**src/rtl/mult_arbiter.sv**
```systemverilog
// rtl/mult_arbiter.sv - round-robin arbiter feeding two requesters into one shared 4x4 multiplier core
module mult_arbiter #(
    parameter int TIMEOUT = 15
) (
    input  logic       clk,
    input  logic       rst_n,
    input  logic       req0_valid,
    input  logic [3:0] req0_a,
    input  logic [3:0] req0_b,
    output logic       req0_ready,
    input  logic       req1_valid,
    input  logic [3:0] req1_a,
    input  logic [3:0] req1_b,
    output logic       req1_ready,
    output logic       mul_start,
    output logic [3:0] mul_a,
    output logic [3:0] mul_b,
    input  logic       mul_done,
    input  logic [7:0] mul_p,
    output logic       res_valid,
    input  logic       res_ready,
    output logic       res_id,
    output logic [7:0] res_p,
    output logic       res_err
);

    localparam logic [1:0] IDLE  = 2'd0;
    localparam logic [1:0] ISSUE = 2'd1;
    localparam logic [1:0] WAIT  = 2'd2;
    localparam logic [1:0] RESP  = 2'd3;

    logic [1:0] state;
    logic       last_grant;
    logic [7:0] timer;
    logic [3:0] a_q;
    logic [3:0] b_q;
    logic       id_q;
    logic [7:0] p_q;
    logic       err_q;
    logic       grant;
    logic       accept;
    logic       timeout_hit;

    // On a tie the requester that was not served last wins.
    always_comb begin
        grant = 1'b0;
        if (req0_valid && req1_valid) begin
            grant = ~last_grant;
        end else if (req1_valid) begin
            grant = 1'b1;
        end
    end

    assign req0_ready  = rst_n && (state == IDLE) && req0_valid && !grant;
    assign req1_ready  = rst_n && (state == IDLE) && req1_valid && grant;
    assign accept      = req0_ready || req1_ready;
    // Timer counts completed WAIT cycles; the last allowed one ends the wait.
    assign timeout_hit = (timer == 8'(TIMEOUT - 1));

    assign mul_start = (state == ISSUE);
    assign mul_a     = a_q;
    assign mul_b     = b_q;
    assign res_valid = (state == RESP);
    assign res_id    = id_q;
    assign res_p     = p_q;
    assign res_err   = err_q;

    always_ff @(posedge clk or negedge rst_n) begin
        if (!rst_n) begin
            state      <= IDLE;
            last_grant <= 1'b1;
            timer      <= 8'd0;
            a_q        <= 4'd0;
            b_q        <= 4'd0;
            id_q       <= 1'b0;
            p_q        <= 8'd0;
            err_q      <= 1'b0;
        end else begin
            case (state)
                IDLE: begin
                    if (accept) begin
                        a_q   <= grant ? req1_a : req0_a;
                        b_q   <= grant ? req1_b : req0_b;
                        id_q  <= grant;
                        state <= ISSUE;
                    end
                end
                ISSUE: begin
                    timer <= 8'd0;
                    state <= WAIT;
                end
                WAIT: begin
                    timer <= timer + 8'd1;
                    if (mul_done) begin
                        p_q   <= mul_p;
                        err_q <= 1'b0;
                        state <= RESP;
                    end else if (timeout_hit) begin
                        p_q   <= 8'd0;
                        err_q <= 1'b1;
                        state <= RESP;
                    end
                end
                default: begin
                    if (res_ready) begin
                        last_grant <= id_q;
                        state      <= IDLE;
                    end
                end
            endcase
        end
    end

endmodule

```
**config.mk**
```make
export PLATFORM = sky130hd
export DESIGN_NAME = mult_arbiter
export DESIGN_NICKNAME = d
export VERILOG_FILES = /design/src/rtl/mult_arbiter.sv
export SDC_FILE = /design/constraint.sdc
export NUM_CORES = 1
export LEC_CHECK = 0
export BUFFER_PORTS_ARGS = -buffer_cell sky130_fd_sc_hd__buf_2
export CELL_PAD_IN_SITES_DETAIL_PLACEMENT = 1
export CELL_PAD_IN_SITES_GLOBAL_PLACEMENT = 1
export CORE_MARGIN = 1
export CORE_UTILIZATION = 39
export CTS_CLUSTER_SIZE = 25
export DETAILED_ROUTE_END_ITERATION = 10
export PLACE_DENSITY = 0.8
export SLEW_MARGIN = 20
export SYNTH_ARGS = -nofsm -noshare
export SYNTH_HDL_FRONTEND = slang
export SYNTH_SLANG_ARGS = --single-unit
```
**constraint.sdc**
```tcl
create_clock -name clk -period 3.9 [get_ports clk]
set_input_delay 0.39 -clock clk [delete_from_list [all_inputs] [get_ports clk]]
set_output_delay 0.39 -clock clk [all_outputs]
set_load 0.005 [all_outputs]
```
### Yosys cells after proc, flatten, opt, wreduce, memory -nomap -nowiden

Cells that the tools add are included.

| storage, ports and cells | value |
|---|---|
| word-level logic and storage cells | 48 |
| register bits | 29 |
| input bits | 30 |
| output and inout port bits | 22 |

| cells by class | value |
|---|---|
| add/subtract/negate cells | 1 |
| reduce and logical (&&, ||, !) cells | 17 |
| bitwise operators | 2 |
| equality and inequality tests | 6 |
| muxes and demuxes | 14 |

Operators by type and width:

| kind | number |
|---|---|
| two-way mux 8 bit | 2 |
| one-hot mux 8 bit (2 select lines) | 1 |
| adder 8 x 1 -> 8 bit, second input constant | 1 |
| == test 8 x 4 -> 1 bit, second input constant | 1 |
| two-way mux 2 bit | 4 |
| two-way mux 4 bit | 2 |
| logical AND 1 bit | 6 |
| one-hot mux 2 bit (3 select lines) | 1 |
| AND reduction 2 bit | 3 |
| == test 2 bit, second input constant | 2 |
| two-way mux 1 bit | 4 |
| nonzero test 2 bit | 2 |
| nonzero test 4 bit | 1 |
| != test 3 bit, second input constant | 1 |
| AND reduction 3 bit | 1 |
| OR reduction 3 bit | 1 |
| == test 2 x 1 -> 1 bit, second input constant | 1 |
| zero test 2 bit | 1 |
| != test 2 bit, second input constant | 1 |
| inverter 1 bit | 2 |
| zero test 1 bit | 1 |
| logical OR 1 bit | 1 |

### Logic depth before layout (Yosys ltp)

| depth | value |
|---|---|
| depth after elaboration | 7 |
| gate-level depth with buffers | 7 |
| gate-level depth less buffers | 6 |

### Worst setup path after synthesis

OpenSTA, ideal clock, no wires.

| timing path | value |
|---|---|
| path type | flip-flop to flip-flop |
| start | register state[0] |
| end | register state[1] |
| cell stages (with the launch flop) | 8 |
| setup time | 125 ps |
| path buffers | 1 |
| setup slack | 2256 ps |
| period minus slack after synthesis | 1644 ps |
| required time | 3775 ps |
| arrival time | 1519 ps |
| path through | dfrtp_1 > inv_1 > ha_1 > buf_2 > nor4_1 > a21oi_1 > o31ai_2 > mux2_4 |

| between the ends | value |
|---|---|
| cells in the longest elaborated chain, start to end | 7 |
| elaborated cells between the ends (all ways) | 14 |
| classes of those cells | eq/ne (4); mux (1); reduce/logical (9) |

RTL lines:

| item | line | text |
|---|---|---|
| from (decl) | 32 | `logic [1:0] state;` |
| from (signal assigned) | 70 | `state <= IDLE;` |
| from (signal assigned) | 85 | `state <= ISSUE;` |
| from (signal assigned) | 90 | `state <= WAIT;` |
| zero test 2 bit | 54, 55, 79 |  |
| logical AND 1 bit | 54, 55 |  |
| logical AND 1 bit, on equally long branches (2 in a row) | 54, 55 |  |
| logical OR 1 bit | 56 | `assign accept = req0_ready \|\| req1_ready;` |
| != test 2 bit (no line) | -- |  |
| AND reduction 3 bit (no line) | -- |  |

Parallel ways exist; a longest one is shown, timed or not.
A chain may end at the register's enable or synchronous reset.

### Worst setup path after layout

| timing path | value |
|---|---|
| start | register last_grant |
| end | output req1_ready |

| between the ends | value |
|---|---|
| cells in the longest elaborated chain, start to end | 3 |

RTL lines:

| item | line | text |
|---|---|---|
| from (decl) | 33 | `logic last_grant;` |
| from (signal assigned) | 106 | `last_grant <= id_q;` |
| inverter 1 bit | 48 | `grant = ~last_grant;` |
| two-way mux 1 bit | 47 | `if (req0_valid && req1_valid) begin` |
| logical AND 1 bit | 55 | `assign req1_ready = rst_n && (state == IDLE) && req1_valid && grant;` |
| to (decl) | 14 | `output logic req1_ready,` |

Every way passes these cells.

==> impl_metrics.toml <==
[routing]
routed-via-count = 1141
routed_wl_mm = 3.397
viasPerCell = 4.983
drt-wirelength-per-cell_um = 14.83
drt_pass1_iterations = 3
drt_iter0_drc = 45
drc = 0
ant_nets = 0

[finish]
antennaDiodeCount = 0
nFillCells = 399
drive_gt1_share_pct = 39.89
area_growth_pct = 24.47
nets = 219

[placement]
dpl.hpwl_mm = 2.606
routabilityCongestion = 0.7723
portBuffers = 51

[sta]
skew_ns = 0.01048
setup_tns_ns = 0
layout_min_cycle_time_ns = 2.345
worstMarginPinSlew_ns = 1.030
setup_viol = 0
whs_ns = 0.08278
fin_crit_sh_pct = 60.13
final-hold-violation-count = 0
clock.fmax_ghz = 0.4264
finalMaxSlewViolations = 0
grt_setup_unrepaired = "no"
relSlewSlack_pct = 31.20

[die]
core_mm2 = 0.003416
initial_core_util_pct = 41.47
dieWidth_um = 62.27
die_h_um = 62.27
pin_count = 52
dieArea_mm2 = 0.003877
row_count = 21

[critical_path]
slowest_stage = "a21boi_1"
crit_family = "compound AO/OA/AOI/OAI gates"
cp.required_ns = 3.51
cpPeakStageDelay_ns = 0.80
crit_chain = "a21boi_1, and3_1, buf_2"
crit_buf_inv = 1
crit_path_end_kind = "output port"
setup.worst_path.start_class = "register"
crit_fanout = 10
crit_arrival_ns = 1.95
crit_type = "register to output port"

[yosys]
synth_edf_count = 0
synth.avg_cell_area_um2 = 10.98
yosysWarnings = 0
synth_seq_cells = 29
synth-main-ff-cell = "dfrtp_1"
ys_seq_area_share_pct = 51.33
syn-num-nets = 166
async_reset_ff_share_pct = 100.0
synthCells = 129
synth.distinct_cells = 35
syn_area_mm2 = 0.001416

[global_routing]
grt_pass1_wl_mm = 6.037
overflow = 0
grt_pass1_vias = 1265
antenna_found_initial = 0
track_usage_pct = 20.21
grt_max_degree = 34

[clocking]
clk-insertion-delay-late_ns = 0.33
clockRootBuffer = "clkbuf_4"
tritoncts = "built"
cts.reportedPaths.clkPinSlew_ns = 0.10
cts_made_buffers = 5
cts_setup_buffers = 0
cts.path.max_buffers = 2
cts.sinks = 29
cts_hold_buf = 0
h-tree-depth = 2
cts_resized = 0

[run_status]
status = "complete, no violations"

[power_and_ir_drop]
p_leak_uw = 0.0009136
p_per_area_mw_per_mm2 = 665.2
vdd_drop_max_v = 0.0003723

[worst_hold_path]
hold_path_class = "input port to async pin"

[run]
drv_cap = 0
==> worst register-to-register path: cells and delay by family, from the launching register on <==
family	cells	cell delay [ns]
adder cells (fa/ha/maj)	1	0.38
AO/OA/AOI/OAI	1	0.36
buffers and inverters	2	0.25
multiplexers	1	0.33
flip-flops	1	0.43
==> state kept, by name, summed over array words and instances, names as in the netlist <==
register and count:
last_grant 1, mul_a 4, mul_b 4, res_err 1, res_id 1, res_p 8
state 2, timer 8
==> routing by layer <==
metal	global-route usage, %	vias up	share of wire [%]
met3	6.434	8	5.5
li1	-	563	-
met1	23.90	536	42
met5	0	-	0
met4	7.267	0	2.2
met2	34.34	34	50
==> cells in the final DEF (no fill, tap or decap), types with 3 or more instances in the layout <==
cell type   n
nand3_1     4
nand2_1    12
a22o_2      8
dfrtp_1    28
o21ai_0    13
ha_1        7
a21oi_1     3
nor2_1      6
clkbuf_4    5
inv_1       8
buf_2      51
mux2i_1    10
==> power by group <==
group / internal [uW] / total, uW / switching, uW / leakage [uW]
clock: 67.8 / 177 / 109 / 0.0000310
sequential: 418 / 490 / 72.7 / 0.000368
combinational: 246 / 506 / 259 / 0.000514
total: 732 / 1170 / 441 / 0.000914
==> logic make-up (layout without fill, tap and decap cells) <==
family | after synthesis | count (layout) | synth area share (%)
AOI/OAI and AO/OA | 32 | 32 | 15.99
DFF | 29 | 29 | 51.33
and+or+nand+nor | 33 | 33 | 12.10
buffers and inverters | 13 | 67 | 3.622
xor gates and xnor gates | 3 | 3 | 1.855
adders and majority gates | 7 | 7 | 6.183
muxes | 12 | 12 | 8.922
==> stage by stage <==
step,total power [uW],worst slack (ns),std cells,util [%],cell area (um^2)
after global placement,973.8,1.832,221,50.00,1708
after detailed placement,1011,1.735,221,50.00,1708
after global routing,1277,1.399,229,51.61,1763
after CTS,1190,1.535,229,51.61,1763
final,1173,1.555,229,51.61,1763
after floorplan,808.1,2.256,129,-,1416
==> final timing paths <==
| path | from | endpoint | slack (ns) | cells after the start |
|---|---|---|---|---|
| max | last_grant | req1_ready | 1.56 | 3 |
| min | rst_n | res_p[0] | 0.08 | 1 |
| max reg2reg | state[0] | state[1] | 2.04 | 5 |
| min reg2reg | mul_a[1] | mul_a[1] | 0.49 | 2 |
| max in group asynchronous | rst_n | res_p[5] | 3.37 | 1 |
| min in group clk | mul_p[0] | res_p[0] | 0.27 | 2 |
==> cells in the mapped netlist (all sizes together) (2+ instances only) <==
library cell | instances | area (um^2)
dfrtp | 28 | 700.7
buf | 3 | 13.76
nand2 | 12 | 45.04
mux2i | 10 | 100.1
clkbuf | 2 | 7.510
inv | 8 | 30.03
nand3b | 2 | 15.01
nand3 | 4 | 20.02
xor2 | 2 | 17.52
and3 | 2 | 12.51
a22o | 9 | 88.84
a21oi | 3 | 15.01
nor4 | 2 | 18.77
o21ai | 14 | 73.82
mux2 | 2 | 26.27
ha | 7 | 87.58
nor2 | 6 | 22.52
==> area by class of cell <==
class	instances	area [um^2]	share of cell area, %
inverter	8	30.03	1.703
tap	46	57.56	3.265
clock inverter	3	17.52	0.9936
multi-input combinational	87	638.1	36.20
timing repair buffer	51	255.2	14.48
sequential	29	726.9	41.23
clock buffer	5	37.54	2.129
(Power assumes the default switching activity.)
